## config.mk

```make
export PLATFORM = sky130hd
export DESIGN_NAME = coin_input_conditioner
export DESIGN_NICKNAME = d
export VERILOG_FILES = /design/src/rtl/vending_pkg.sv /design/src/rtl/debounce_channel.sv /design/src/rtl/coin_input_conditioner.sv
export SDC_FILE = /design/constraint.sdc
export NUM_CORES = 1
export LEC_CHECK = 0
export ABC_AREA = 1
export CAP_MARGIN = 25
export CORE_MARGIN = 1
export CORE_UTILIZATION = 45
export CTS_CLUSTER_DIAMETER = 40
export DETAILED_ROUTE_END_ITERATION = 8
export DONT_BUFFER_PORTS = 1
export SLEW_MARGIN = 0
export SYNTH_ARGS = -nofsm -noshare
export SYNTH_HDL_FRONTEND = slang
export SYNTH_HIERARCHICAL = 1
export SYNTH_SLANG_ARGS = --single-unit
```

## constraint.sdc

```tcl
create_clock -name clk -period 2.5 [get_ports clk]
set_clock_uncertainty 0.15 [all_clocks]
set_input_delay 0.25 -clock clk [delete_from_list [all_inputs] [get_ports clk]]
set_output_delay 0.25 -clock clk [all_outputs]
set_load 0.005 [all_outputs]
```

## src/rtl/vending_pkg.sv

```systemverilog
// Shared definitions for the vending-machine front end.
// Holds the debounce channel state encoding, the glitch counter ceiling
// and the default debounce length so that the RTL and its benches agree.
package vending_pkg;

  typedef enum logic [1:0] {
    IDLE     = 2'd0,  // debounced level is low and s2 agrees
    RISE_CHK = 2'd1,  // s2 went high, counting stable high samples
    HIGH     = 2'd2,  // debounced level is high and s2 agrees
    FALL_CHK = 2'd3   // s2 went low, counting stable low samples
  } chan_state_t;

  localparam int DEB_CYCLES_DEFAULT = 4;
  localparam int GLITCH_MAX         = 15;
  localparam int GLITCH_W           = 4;

endpackage

```

## src/rtl/debounce_channel.sv

```systemverilog
// One switch channel: 2-flop synchronizer, debounce FSM and stability counter.
// Ports:
//   clk, reset  - FSM clock, asynchronous active-high reset
//   raw         - raw switch input, asynchronous to clk
//   level       - debounced level
//   rise        - one-cycle event when a low->high change is accepted
//   abort       - one-cycle event when a pending change is rejected as too short
// level/rise/abort are all registered; they change on the edge at which the
// FSM decides, so downstream logic sees them one edge after that decision.
module debounce_channel
  import vending_pkg::*;
#(
  parameter int DEB_CYCLES = DEB_CYCLES_DEFAULT,
  parameter int CNT_W      = $clog2(DEB_CYCLES) + 1
) (
  input  logic clk,
  input  logic reset,
  input  logic raw,
  output logic level,
  output logic rise,
  output logic abort
);

  localparam logic [CNT_W-1:0] CNT_LAST = CNT_W'(DEB_CYCLES - 1);
  localparam logic [CNT_W-1:0] CNT_ONE  = CNT_W'(1);

  logic             s1_q, s2_q;
  chan_state_t      state_q, state_d;
  logic [CNT_W-1:0] cnt_q, cnt_d;
  logic             level_q, level_d;
  logic             rise_q, rise_d;
  logic             abort_q, abort_d;

  always_comb begin
    state_d = state_q;
    cnt_d   = cnt_q;
    level_d = level_q;
    rise_d  = 1'b0;
    abort_d = 1'b0;
    case (state_q)
      IDLE: begin
        if (s2_q) begin
          state_d = RISE_CHK;
          cnt_d   = CNT_ONE;
        end
      end
      RISE_CHK: begin
        if (!s2_q) begin
          state_d = IDLE;
          cnt_d   = '0;
          abort_d = 1'b1;
        end else if (cnt_q == CNT_LAST) begin
          state_d = HIGH;
          cnt_d   = '0;
          level_d = 1'b1;
          rise_d  = 1'b1;
        end else begin
          cnt_d = cnt_q + CNT_ONE;
        end
      end
      HIGH: begin
        if (!s2_q) begin
          state_d = FALL_CHK;
          cnt_d   = CNT_ONE;
        end
      end
      FALL_CHK: begin
        // Release is accepted silently; only presses generate events.
        if (s2_q) begin
          state_d = HIGH;
          cnt_d   = '0;
          abort_d = 1'b1;
        end else if (cnt_q == CNT_LAST) begin
          state_d = IDLE;
          cnt_d   = '0;
          level_d = 1'b0;
        end else begin
          cnt_d = cnt_q + CNT_ONE;
        end
      end
      default: begin
        state_d = IDLE;
        cnt_d   = '0;
        level_d = 1'b0;
      end
    endcase
  end

  always_ff @(posedge clk or posedge reset) begin
    if (reset) begin
      s1_q    <= 1'b0;
      s2_q    <= 1'b0;
      state_q <= IDLE;
      cnt_q   <= '0;
      level_q <= 1'b0;
      rise_q  <= 1'b0;
      abort_q <= 1'b0;
    end else begin
      s1_q    <= raw;
      s2_q    <= s1_q;
      state_q <= state_d;
      cnt_q   <= cnt_d;
      level_q <= level_d;
      rise_q  <= rise_d;
      abort_q <= abort_d;
    end
  end

  assign level = level_q;
  assign rise  = rise_q;
  assign abort = abort_q;

endmodule

```

## src/rtl/coin_input_conditioner.sv

```systemverilog
// Coin/accept front end for the credit FSM.
// Debounces both raw switches, turns accepted presses into single-cycle
// pulses, serializes simultaneous presses and counts rejected glitches.
// Ports:
//   clk, reset                 - FSM clock, asynchronous active-high reset
//   coin_raw, accept_raw       - raw switches, asynchronous to clk
//   coin_pulse, accept_pulse   - registered one-cycle press pulses, never together
//   coin_level, accept_level   - registered debounced levels
//   glitch_cnt                 - saturating count of aborted debounces
module coin_input_conditioner
  import vending_pkg::*;
#(
  parameter int DEB_CYCLES = DEB_CYCLES_DEFAULT
) (
  input  logic                clk,
  input  logic                reset,
  input  logic                coin_raw,
  input  logic                accept_raw,
  output logic                coin_pulse,
  output logic                accept_pulse,
  output logic                coin_level,
  output logic                accept_level,
  output logic [GLITCH_W-1:0] glitch_cnt
);

  localparam int CNT_W = $clog2(DEB_CYCLES) + 1;

  logic coin_lvl, coin_rise, coin_abort;
  logic acc_lvl, acc_rise, acc_abort;

  debounce_channel #(.DEB_CYCLES(DEB_CYCLES), .CNT_W(CNT_W)) u_coin (
    .clk   (clk),
    .reset (reset),
    .raw   (coin_raw),
    .level (coin_lvl),
    .rise  (coin_rise),
    .abort (coin_abort)
  );

  debounce_channel #(.DEB_CYCLES(DEB_CYCLES), .CNT_W(CNT_W)) u_accept (
    .clk   (clk),
    .reset (reset),
    .raw   (accept_raw),
    .level (acc_lvl),
    .rise  (acc_rise),
    .abort (acc_abort)
  );

  logic                coin_pulse_q, coin_pulse_d;
  logic                acc_pulse_q, acc_pulse_d;
  logic                pend_coin_q, pend_coin_d;
  logic                pend_acc_q, pend_acc_d;
  logic                coin_level_q, accept_level_q;
  logic [GLITCH_W-1:0] glitch_q, glitch_d;
  logic                coin_req, acc_req;
  logic [1:0]          glitch_inc;
  logic [GLITCH_W:0]   glitch_sum;

  // A request is a fresh rise or a press that lost arbitration last cycle.
  // Coin wins a tie unless accept is the one already waiting, so a deferred
  // press is never starved.
  always_comb begin
    coin_req    = coin_rise | pend_coin_q;
    acc_req     = acc_rise | pend_acc_q;
    coin_pulse_d = 1'b0;
    acc_pulse_d  = 1'b0;
    pend_coin_d  = 1'b0;
    pend_acc_d   = 1'b0;
    if (coin_req && acc_req) begin
      if (pend_acc_q) begin
        acc_pulse_d = 1'b1;
        pend_coin_d = 1'b1;
      end else begin
        coin_pulse_d = 1'b1;
        pend_acc_d   = 1'b1;
      end
    end else begin
      coin_pulse_d = coin_req;
      acc_pulse_d  = acc_req;
    end
  end

  always_comb begin
    glitch_inc = {1'b0, coin_abort} + {1'b0, acc_abort};
    glitch_sum = {1'b0, glitch_q} + {{(GLITCH_W-1){1'b0}}, glitch_inc};
    if (glitch_sum > (GLITCH_W+1)'(GLITCH_MAX)) begin
      glitch_d = GLITCH_W'(GLITCH_MAX);
    end else begin
      glitch_d = glitch_sum[GLITCH_W-1:0];
    end
  end

  always_ff @(posedge clk or posedge reset) begin
    if (reset) begin
      coin_pulse_q   <= 1'b0;
      acc_pulse_q    <= 1'b0;
      pend_coin_q    <= 1'b0;
      pend_acc_q     <= 1'b0;
      coin_level_q   <= 1'b0;
      accept_level_q <= 1'b0;
      glitch_q       <= '0;
    end else begin
      coin_pulse_q   <= coin_pulse_d;
      acc_pulse_q    <= acc_pulse_d;
      pend_coin_q    <= pend_coin_d;
      pend_acc_q     <= pend_acc_d;
      coin_level_q   <= coin_lvl;
      accept_level_q <= acc_lvl;
      glitch_q       <= glitch_d;
    end
  end

  assign coin_pulse   = coin_pulse_q;
  assign accept_pulse = acc_pulse_q;
  assign coin_level   = coin_level_q;
  assign accept_level = accept_level_q;
  assign glitch_cnt   = glitch_q;

endmodule

```

# After elaboration in Yosys (flattened, before gate mapping)
# Cells that the tools add are included.
[word_totals]
out_inout_bits = 8
input_bits = 4
elab_cells = 118
register_bits = 30
[classes]
n_lt_le_gt_ge = 1
mux = 55
n_eq_ne = 24
bitwise_logic = 2
n_reduce_logical = 11
add_sub_neg = 4
[ops]
columns = ["operator", "n"]
rows = [
  ["$mux W3", 10],
  ["$mux W1", 24],
  ["$mux W2", 12],
  ["$pmux W3 S4", 2],
  ["$ne A2 B1 Y1 const B", 8],
  ["$pmux W2 S4", 2],
  ["$reduce_and A5 Y1", 2],
  ["$eq A2 B2 Y1 const B", 4],
  ["$ne A2 B2 Y1 const B", 4],
  ["$pmux W1 S2", 4],
  ["$reduce_and A4 Y1", 2],
  ["$add A3 B1 Y3 const B", 2],
  ["$eq A3 B2 Y1 const B", 2],
  ["$ne A3 B1 Y1 const B", 2],
  ["$ne A3 B3 Y1 const B", 2],
  ["$add A4 B2 Y5", 1],
  ["$gt A5 B4 Y1 const B", 1],
  ["$eq A2 B1 Y1 const B", 2],
  ["$logic_not A2 Y1", 2],
  ["$mux W4", 1],
  ["$reduce_and A2 Y1", 2],
  ["$reduce_bool A2 Y1", 2],
  ["$add A1 B1 Y2", 1],
  ["$or A1 B1 Y1", 2],
  ["$logic_and A1 B1 Y1", 1],
]

# Depth between registers and ports, before layout
# Gate-level depths: netlist of run 1.
[logic_depth]
word_depth = 4
depth_mapped = 6
depth_no_buf = 6

# Modules after synthesis
# The synthesis of run 1 kept the hierarchy.
[modules_own_cells]
columns = ["module", "cells_per_inst", "instances", "seq_area_each_um2", "area_each_um2"]
rows = [
  ["debounce_channel", 47, 2, 250.2, 425.4],
  ["coin_input_conditioner", 37, 1, 250.2, 390.4],
]

# Worst setup path before layout of run 1
# No wires, ideal clock.
[synth_timing]
path_kind = "flip-flop to flip-flop"
startpoint = "register glitch_q[0], in the netlist glitch_cnt[0]"
endpoint = "register glitch_q[3], in the netlist glitch_cnt[3]"
path_buffers = 0
arrival_time_ns = 1.258
required_ns = 2.233
slack_ns = 0.975
stages_incl_launch_ff = 7
synth_period_minus_slack_ns = 1.525
setup_time_ns = 0.117
cell_sequence = "dfrtp_1 fa_1 ha_1 inv_1 nand2_1 nor2_1 nor2_1"
[synth_via]
elab_chain_len = 3
[synth_rtl]
columns = ["item", "line_no", "rtl"]
rows = [
  ["start, declared", "coin_input_conditioner.sv:54", "logic [GLITCH_W-1:0] glitch_q, glitch_d;"],
  ["start signal, assigned", "coin_input_conditioner.sv:109", "glitch_q <= glitch_d;"],
  ["$add A4 B2 Y5 (*)", "coin_input_conditioner.sv:85", "glitch_sum = {1'b0, glitch_q} + {{(GLITCH_W-1){1'b0}}, glitch_inc};"],
  ["$gt A5 B4 Y1", "coin_input_conditioner.sv:86", "if (glitch_sum > (GLITCH_W+1)'(GLITCH_MAX)) begin"],
  ["$mux W4 (*)", "coin_input_conditioner.sv:86", ""],
  ["named net glitch_d[3]", "coin_input_conditioner.sv:54", ""],
]
# The timed path passes the listed nets; every way through them passes the cells marked *.
# A chain may end at the register's enable or synchronous reset.

# Worst setup path in the final report of run 1
[layout_timing]
startpoint = "register glitch_q[0], in the netlist glitch_cnt[0]"
endpoint = "register glitch_q[2], in the netlist glitch_cnt[2]"
# Same word-level chain as after synthesis.

==> results of run 1 <==
-- worst max-delay path, delay by kind of cell, from the launching register on --
family / cells / cell delay, ps
compound gates: 1 / 70
fa+ha+maj: 2 / 690
buf+inv: 1 / 40
flops: 1 / 430
simple gates: 2 / 140
-- Yosys cell counts (all sizes together) --
cell and n:
nand3b 2, nand3 9, inv 27, nand2 34, dfrtp 30, nor2 14, o21ai 5, fa 1
nand4 2, nor3 1, a21oi 3, ha 3
-- worst max path at each step --
stage / startpoint / endpoint / cells after the start
6_report: glitch_cnt[0]$_DFF_PP0_ / glitch_cnt[2]$_DFF_PP0_ / 6
5_1_grt: glitch_cnt[0]$_DFF_PP0_ / glitch_cnt[3]$_DFF_PP0_ / 6
4_1_cts: glitch_cnt[0]$_DFF_PP0_ / glitch_cnt[2]$_DFF_PP0_ / 6
3_5_place_dp: glitch_cnt[0]$_DFF_PP0_ / glitch_cnt[2]$_DFF_PP0_ / 6
3_3_place_gp: glitch_cnt[0]$_DFF_PP0_ / glitch_cnt[3]$_DFF_PP0_ / 6
2_1_floorplan: glitch_cnt[0]$_DFF_PP0_ / glitch_cnt[3]$_DFF_PP0_ / 6
-- timing repair --
action                                 CTS  global route
setup buffers                            0             0
endpoints found under the hold margin   32             0
hold buffers                             3             0
-- logic make-up (layout without fill, tap and decap cells) --
family | after synthesis | count (layout) | share of synthesized area (%)
adder cells (fa/ha/maj) | 4 | 4 | 4.64
AO/OA/AOI/OAI | 8 | 8 | 3.53
flip-flops | 30 | 30 | 60.5
AND/OR/NAND/NOR | 62 | 62 | 23.2
buffers and inverters | 27 | 38 | 8.17
-- cell type report --
class,instances,area [µm²]
fill,218,1120
sequential,30,751
multi-input combinational,74,389
inverter,27,101
clock inverter,2,60.1
clock buffer,6,51.3
tap,30,37.5
timing repair buffer,3,30.0
-- metal layers --
layer | share of wire (%) | vias up
li1 | - | 419
met1 | 49 | 381
met2 | 45 | 17
met3 | 3.6 | 5
met4 | 2.5 | 0
met5 | 0 | -
-- through the flow --
step                      setup slack [ps]  util (%)  cells
after floorplan                        975         -    131
after global routing                   818      55.8    172
after detailed placement               893      50.2    161
final                                  882      55.8    172
after CTS                              869      55.8    172
after global placement                 935      50.2    161
-- where the power goes --
part           internal (W)  switching [W]
clock              0.000339       0.000172
sequential         0.000626       0.000127
combinational      0.000154       0.000226
==> metrics.yaml, run 1 <==
status: "finished, final reports clean"
dpl.hpwl_um: 1320
leakage_nw: 0.751
grt.met3_usage_pct: 6.11
ctsHtreeMaxLevel: 2
synth_area_leaders: "dfrtp_1 60%, nand2_1 8.8%, inv_1 7.6%"
clk_path_buf_depth: 2
rows: 18
finalMaxSlewViolations: 0
ys_ff_latch: 30
layout_commonest_cell: "dfrtp_1"
worstHoldPathCells: 0
use_met2_pct: 23.4
reg2reg_slack_ps: 880
worstPathRequired_ps: 2570
clk_pin_slew_ps: 100
pin_count: 12
totalWireLength_um: 1870
dpl_cell_area_mm2: 0.00128
yosys_warnings: 6
holdCritPathClass: "flop to flop"
post_cts_resized: 0
crit_chain: "fa_1 -> ha_1 -> nand2_1 -> inv_2 -> nand2_2 -> o21ai_1"
path_class: "flop to flop"
yosysUniqueCellTypes: 18
synthesis.nets: 139
grt.met1_usage_pct: 18.1
grt_busiest_layer: "met2"
fin_tns_setup_ps: 0
via_count: 822
nets: 149
reg2reg_from: "glitch_cnt[0]$_DFF_PP0_"
design_area_mm2: 0.00142
worst_hold_slack_ps: 204
synth_cells: 131
drive_gt1_share_pct: 14.8
routedWlPerCell_um: 10.9
fmax_mhz: 618
numPortBuffers: 0
drt_iter0_drc: 22
most-common-layout-cells: "30 x dfrtp_1, 29 x nand2_1, 25 x inv_1, 11 x nor2_1, 7 x nand3_1"
cap_violations: 0
grt_max_degree: 11
fin_crit_ps: 1620
firstDrtPassIters: 6
cts_tree: "done"
ff2ff_path_depth: 6
critPathSlowestCell: "fa_1"
core-area_mm2: 0.00254
hold_end: "u_accept/s2_q$_DFF_PP0_"
cts_buffers: 5
die_h_um: 54.5
largest_reg_flops: 4
fin_crit_sh_pct: 64.7
start_util_pct: 48.8
worst_setup_path_start_kind: "flop"
final_hold_viol_count: 0
syn_avg_cell_area_um2: 9.47
powerDensity_mw_per_mm2: 1160
die_area_mm2: 0.00297
synth_top_area_cell: "dfrtp_1"
clk_latency_ps: 320
max_slew_margin_pct: 73.8
cts.sinks: 30
vias_per_cell: 4.78
grt_pass1_vias: 734
r2r-end: "glitch_cnt[2]$_DFF_PP0_"
synthToLayoutAreaGrowth_pct: 14.4
slowest_delay_ps: 460
fin_total_pwr_w: 0.00164
syn-cell-area_mm2: 0.00124
die_x_um: 54.5
remaining_drc_errors: 0
ant_nets: 0
gp_congestion: 0.709
worstPathMaxFanout: 3
crit_arrival_ps: 1690
antenna_found_initial: 0
max-vdd-ir-drop_mv: 0.652
overflow: 0
synth_top_area_share_pct: 60.5
hold_start: "u_accept/s1_q$_DFF_PP0_"
worst_pin_slew_ps: 392
gr-usage-all-layers_pct: 15.7
rsz0062_at_grt: "false"
antenna_cells: 0
setup_violations: 0
seq_area_frac_synth_pct: 60.5
grt_pass1_wl_um: 3060
setup.worst_path.end_class: "flop"
cts_root_buf: "clkbuf_4"
Power figures use the tool's default switching activity.
==> inputs of run 2 (changes only) <==
Settings changed: ABC_AREA 1 to 0.
Clock period 2.5 ns to 1.43 ns, I/O delays scaled along.
==> metrics.yaml, run 2 <==
status: "finished, violations left"  # was finished, final reports clean
violations: "setup timing"
rows: 18  # unchanged
synth_area_leaders: "dfrtp_1 64%, ha_1 3.2%, xor2_2 2.8%"  # was dfrtp_1 60%, nand2_1 8.8%, inv_1 7.6%
grt_max_degree: 11  # unchanged
ys_ff_latch: 30  # unchanged
cap_violations: 0  # unchanged
reg2reg_slack_ps: -70  # was 880 ps
critPathSlowestCell: "fa_2"  # was fa_1
overflow: 0  # unchanged
gp_congestion: 0.712  # was 0.709
synth.most_common_cell: "dfrtp_1"  # unchanged
die_area_mm2: 0.00281  # was 0.00297 mm²
holdCritPathClass: "input pin to async pin"  # was flop to flop
rsz0062_at_grt: "true"  # was false
synth_edf_count: 0  # unchanged
seq_area_frac_synth_pct: 64.2  # was 60.5%
ys.flop_type: "dfrtp_1"  # unchanged
syn_avg_cell_area_um2: 13.4  # was 9.47 µm²
worstPathRequired_ps: 1470  # was 2570 ps
remaining_drc_errors: 0  # unchanged
synth_top_area_share_pct: 64.2  # was 60.5%
cts_buffers: 5  # unchanged
most-common-layout-cells: "30 x dfrtp_1, 7 x nor2_1, 6 x o21ai_0, 5 x inv_1, 5 x clkbuf_4"  # was 30 x dfrtp_1, 29 x nand2_1, 25 x inv_1, 11 x nor2_1, 7 x nand3_1
vias_per_cell: 5.25  # was 4.78
synth_top_area_cell: "dfrtp_1"  # unchanged
reg2reg_from: "u_coin/abort$_DFF_PP0_"  # was glitch_cnt[0]$_DFF_PP0_
powerDensity_mw_per_mm2: 1870  # was 1160 mW/mm²
crit_chain: "fa_2 -> ha_4 -> nor2b_1 -> a41oi_1"  # was fa_1 -> ha_1 -> nand2_1 -> inv_2 -> nand2_2 -> o21ai_1
syn-cell-area_mm2: 0.00117  # was 0.00124 mm²
routedWlPerCell_um: 13.7  # was 10.9 µm
worst_setup_path_start_kind: "flop"  # unchanged
slowest_delay_ps: 420  # was 460 ps
grt_pass1_wl_um: 3060  # about the same
critPathTopFamily: "adder cells"  # unchanged
die_h_um: 53.0  # was 54.5 µm
path_buf_inv: 0  # was 1
drive_gt1_share_pct: 24.5  # was 14.8%
async_reset_ff_share_pct: 100  # unchanged
path_class: "flop to flop"  # unchanged
fmax_mhz: 665  # was 618 MHz
fin_ws_ps: -74.2  # was 882 ps
worst_hold_slack_ps: 133  # was 204 ps
final_hold_viol_count: 0  # unchanged
pre_cts_ws_ps: -61.9  # was 893 ps
nets: 109  # was 149
fin_crit_ps: 1500  # was 1620 ps
ant_nets: 0  # unchanged
drt_iter0_drc: 8  # was 22
ff2ff_path_depth: 4  # was 6
fin_tns_setup_ps: -74.2  # was 0 ps
worstPathMaxFanout: 4  # was 3
fin_crit_sh_pct: 105  # was 64.7%
clk_pin_slew_ps: 90  # was 100 ps
numPortBuffers: 0  # unchanged
max_slew_margin_pct: 73.9  # was 73.8%
clk_path_buf_depth: 2  # unchanged
finalMaxSlewViolations: 0  # unchanged
antenna_found_initial: 0  # unchanged
leakage_nw: 0.626  # was 0.751 nW
cts_root_buf: "clkbuf_4"  # unchanged
dpl.hpwl_um: 1260  # was 1320 µm
post-route-util_pct: 55.0  # was 55.8%
crit_arrival_ps: 1550  # was 1690 ps
gr-usage-all-layers_pct: 17.1  # was 15.7%
pin_count: 12  # unchanged
firstDrtPassIters: 4  # was 6
cts.sinks: 30  # unchanged
die_x_um: 53.0  # was 54.5 µm
antenna_cells: 0  # unchanged
via_count: 693  # was 822
largest_reg_flops: 4  # unchanged
max-vdd-ir-drop_mv: 1.12  # was 0.652 mV
setup_violations: 1  # was 0
core-area_mm2: 0.00248  # was 0.00254 mm²
clk_latency_ps: 320  # about the same
synth_cells: 87  # was 131
yosys_warnings: 6  # unchanged
ctsHtreeMaxLevel: 2  # unchanged
cts_tree: "done"  # unchanged
post_cts_buffers: 0  # unchanged
start_util_pct: 47.2  # was 48.8%
yosysUniqueCellTypes: 21  # was 18
worst_pin_slew_ps: 391  # was 392 ps
totalWireLength_um: 1810  # was 1870 µm
layout_commonest_cell: "dfrtp_1"  # unchanged
synthesis.nets: 95  # was 139
grt_pass1_vias: 676  # was 734
r2r-end: "glitch_cnt[3]$_DFF_PP0_"  # was glitch_cnt[2]$_DFF_PP0_
setup.worst_path.end_class: "flop"  # unchanged
synthToLayoutAreaGrowth_pct: 16.5  # was 14.4%
synthTopCellsByCount: "30 x dfrtp_1, 7 x nor2_1, 6 x o21ai_0"  # was 30 x dfrtp_1, 29 x nand2_1, 25 x inv_1
[run 2: layer usage]
metal,wire [µm],global-route usage (%)
met1,764,18.5
met2,929,27.2
met3,83,9.48
met4,31,7.89
met5,0,0
[run 2: timing repair]
item | 4_1_cts | 5_1_grt
pin swaps | 0 | 2
hold buffers | 3 | 0
gates resized for setup | 1 | 5
endpoints found under the setup margin | 5 | 9
hold endpoints to repair | 32 | 0
[run 2: final cells by class]
type                    count  area, µm²
clock inverters             1       5.00
fillers                   219       1110
multi-input cells          52        435
flip-flops and latches     30        751
repair buffers              7       60.1
clock buffers               7       55.1
inverters                   5       18.8
well taps                  30       37.5
[run 2: kinds of logic (layout without fill, tap and decap cells)]
logic type	count (synthesis)	after routing	share of synthesized area [%]
fa+ha+maj	4	4	4.92
flops	30	30	64.2
buf+inv	5	20	1.60
simple gates	26	26	14.8
mux	2	2	1.92
xor+xnor	2	2	2.78
compound gates	18	18	9.84
[run 2: how the worst max path moves through the flow]
stage          depth (start not counted)                startpoint  slack, ps                       to
4_1_cts                                4  u_accept/abort$_DFF_PP0_        -90  glitch_cnt[3]$_DFF_PP0_
6_report                               4    u_coin/abort$_DFF_PP0_        -70  glitch_cnt[3]$_DFF_PP0_
3_5_place_dp                           4  u_accept/abort$_DFF_PP0_        -60  glitch_cnt[3]$_DFF_PP0_
5_1_grt                                4    u_coin/abort$_DFF_PP0_       -100  glitch_cnt[3]$_DFF_PP0_
3_3_place_gp                           4  u_accept/abort$_DFF_PP0_        -20  glitch_cnt[3]$_DFF_PP0_
2_1_floorplan                          4  u_accept/abort$_DFF_PP0_         -7  glitch_cnt[3]$_DFF_PP0_
[run 2: through the flow]
| stage | instance area (µm²) | instances | total power [W] |
|---|---|---|---|
| 2_1_floorplan | 1180 | 87 | 0.00181 |
| 3_5_place_dp | 1250 | 121 | 0.00204 |
| 5_1_grt | 1360 | 132 | 0.00275 |
| 6_report | 1360 | 132 | 0.00254 |
| 3_3_place_gp | 1250 | 121 | 0.00199 |
| 4_1_cts | 1350 | 132 | 0.00257 |
[run 2: power breakdown]
part | leakage [nW] | switching [W] | internal [W]
registers | 0.361 | 0.000221 | 0.00106
logic | 0.230 | 0.000323 | 0.000423
clock network | 0.0353 | 0.000274 | 0.000238
==> inputs of run 3 (changes only) <==
Settings changed: ABC_CLOCK_PERIOD_IN_PS set to 1720.
Clock period 1.43 ns to 1.72 ns, I/O delays scaled along.
==> metrics.yaml, run 3 (synthesized netlist as in run 2, its figures left out) <==
synthToLayoutAreaGrowth_pct: 10.6  # was 16.5%
fin_total_pwr_w: 0.00201  # was 0.00254 W
p_comb_share_pct: 26.5  # was 29.3%
via_count: 646  # was 693
max-vdd-ir-drop_mv: 0.979  # was 1.12 mV
reg2reg_slack_ps: 140  # was -70 ps
powerDensity_mw_per_mm2: 1550  # was 1870 mW/mm²
worst_hold_slack_ps: 167  # was 133 ps
start_util_pct: 47.2  # unchanged
rsz0062_at_grt: "false"  # was true
max_slew_margin_pct: 73.4  # was 73.9%
grt_pass1_vias: 651  # was 676
antenna_cells: 0  # unchanged
gp_congestion: 0.757  # was 0.712
rows: 18  # unchanged
grt_pass1_wl_um: 3020  # was 3060 µm
finalMaxSlewViolations: 0  # unchanged
numPortBuffers: 0  # unchanged
crit_arrival_ps: 1610  # was 1550 ps
n_fill_cell: 226  # was 219
fin_tns_setup_ps: 0  # was -74.2 ps
grt_max_degree: 11  # unchanged
grt_busiest_layer: "met2"  # unchanged
clk_pin_slew_ps: 90  # about the same
final-instance-count-excl-fill: 126  # was 132
use_met2_pct: 22.2  # was 27.2%
remaining_drc_errors: 0  # unchanged
grt.met1_usage_pct: 21.0  # was 18.5%
nets: 105  # was 109
cts_buffers: 5  # unchanged
design_area_mm2: 0.00129  # was 0.00136 mm²
pin_count: 12  # unchanged
largest_reg_flops: 4  # unchanged
ctsHtreeMaxLevel: 2  # unchanged
worstPathRequired_ps: 1750  # was 1470 ps
cts.sinks: 30  # unchanged
cts_tree: "done"  # unchanged
overflow: 0  # unchanged
fmax_mhz: 632  # was 665 MHz
worstPathMaxFanout: 4  # unchanged
die_h_um: 53.0  # unchanged
switchingPower_w: 0.000652  # was 0.000818 W
placed_cells: 117  # was 121
worst_pin_slew_ps: 398  # was 391 ps
setup_violations: 0  # was 1
r2r-end: "glitch_cnt[3]$_DFF_PP0_"  # unchanged
dpl.hpwl_um: 1200  # was 1260 µm
cts_root_buf: "clkbuf_4"  # unchanged
vias_per_cell: 5.13  # was 5.25
ff2ff_path_depth: 4  # unchanged
drive_gt1_share_pct: 16.7  # was 24.5%
layout_commonest_cell: "dfrtp_1"  # unchanged
post_cts_buffers: 0  # unchanged
fin_crit_ps: 1580  # was 1500 ps
holdCritPathClass: "input pin to async pin"  # unchanged
core-area_mm2: 0.00248  # unchanged
clk_path_buf_depth: 2  # unchanged
grt.met3_usage_pct: 6.32  # was 9.48%
drt_iter0_drc: 6  # was 8
gr-usage-all-layers_pct: 16.2  # was 17.1%
sw_frac_of_total_pct: 32.5  # was 32.2%
die_x_um: 53.0  # unchanged
cap_violations: 0  # unchanged
routedWlPerCell_um: 14.1  # was 13.7 µm
antenna_found_initial: 0  # unchanged
clk_latency_ps: 320  # about the same
status: "finished, final reports clean"  # was finished, violations left
setup.worst_path.end_class: "flop"  # unchanged
seqPwrFrac_pct: 53.3  # was 50.5%
clkPwrFrac_pct: 20.1  # about the same
most-common-layout-cells: "30 x dfrtp_1, 7 x nor2_1, 6 x o21ai_0"  # was 30 x dfrtp_1, 7 x nor2_1, 6 x o21ai_0, 5 x inv_1, 5 x clkbuf_4
ant_nets: 0  # unchanged
worst_setup_path_start_kind: "flop"  # unchanged
final_hold_viol_count: 0  # unchanged
p_int_w: 0.00135  # was 0.00172 W
firstDrtPassIters: 2  # was 4
leakage_nw: 0.602  # was 0.626 nW
path_class: "flop to flop"  # unchanged
fin_crit_sh_pct: 92.1  # was 105%
reg2reg_from: "glitch_cnt[0]$_DFF_PP0_"  # was u_coin/abort$_DFF_PP0_
totalWireLength_um: 1780  # was 1810 µm
die_area_mm2: 0.00281  # unchanged
dpl_cell_area_mm2: 0.00121  # was 0.00125 mm²
[run 3: changes by cell type in the layout (fill, tap and decap cells not counted), sizes merged]
cell | before | now
clkbuf | 7 | 6
buf | 4 | 0
clkinv | 1 | 0
[run 3: worst max-delay path by stage]
stage / from / endpoint / slack [ps] / cells past startpoint
final: glitch_cnt[0]$_DFF_PP0_ / glitch_cnt[3]$_DFF_PP0_ / 140 / 4
after global routing: glitch_cnt[0]$_DFF_PP0_ / glitch_cnt[3]$_DFF_PP0_ / 30 / 4
after CTS: glitch_cnt[0]$_DFF_PP0_ / glitch_cnt[3]$_DFF_PP0_ / 30 / 4
after detailed placement: glitch_cnt[0]$_DFF_PP0_ / glitch_cnt[3]$_DFF_PP0_ / 50 / 4
after global placement: glitch_cnt[0]$_DFF_PP0_ / glitch_cnt[3]$_DFF_PP0_ / 100 / 4
after floorplan: glitch_cnt[0]$_DFF_PP0_ / glitch_cnt[3]$_DFF_PP0_ / 140 / 4
[run 3: repair_timing]
action                                  in CTS  in global routing
hold endpoints to repair                    32                  0
hold buffers                                 3                  0
endpoints found under the setup margin       0                  1
gates resized for setup                      0                  2
[run 3: critical path: stages (launching register included)]
cell	delay [ps]
dfrtp_1	420
fa_2	420
ha_2	200
nor2b_1	130
a41oi_1	130
[run 3: area by class of cell]
class	count	area (µm²)	share of cell area (%)
timing repair buffer	3	30.0	2.32
sequential	30	751	58.0
inverter	5	18.8	1.45
clock buffer	6	51.3	3.97
tap	30	37.5	2.90
multi-input combinational	52	405	31.3
[run 3: routing by layer]
| metal | up-vias | wire, µm |
|---|---|---|
| met2 | 16 | 817 |
| li1 | 318 | - |
| met4 | 0 | 41 |
| met1 | 308 | 844 |
| met5 | - | 0 |
| met3 | 4 | 74 |
[run 3: metrics by stage]
step | util (%) | worst slack [ps]
2_1_floorplan | - | 144
3_3_place_gp | 48.7 | 103
3_5_place_dp | 48.7 | 50.7
4_1_cts | 52.0 | 25.5
5_1_grt | 52.2 | 30.5
6_report | 52.2 | 137
[run 3: power groups by stage]
stage	clock network (W)	registers [W]	logic (W)
2_1_floorplan	0	0.00104	0.000433
3_3_place_gp	0	0.00107	0.000502
3_5_place_dp	0	0.00108	0.000510
4_1_cts	0.000417	0.00107	0.000534
5_1_grt	0.000445	0.00111	0.000643
6_report	0.000403	0.00107	0.000532
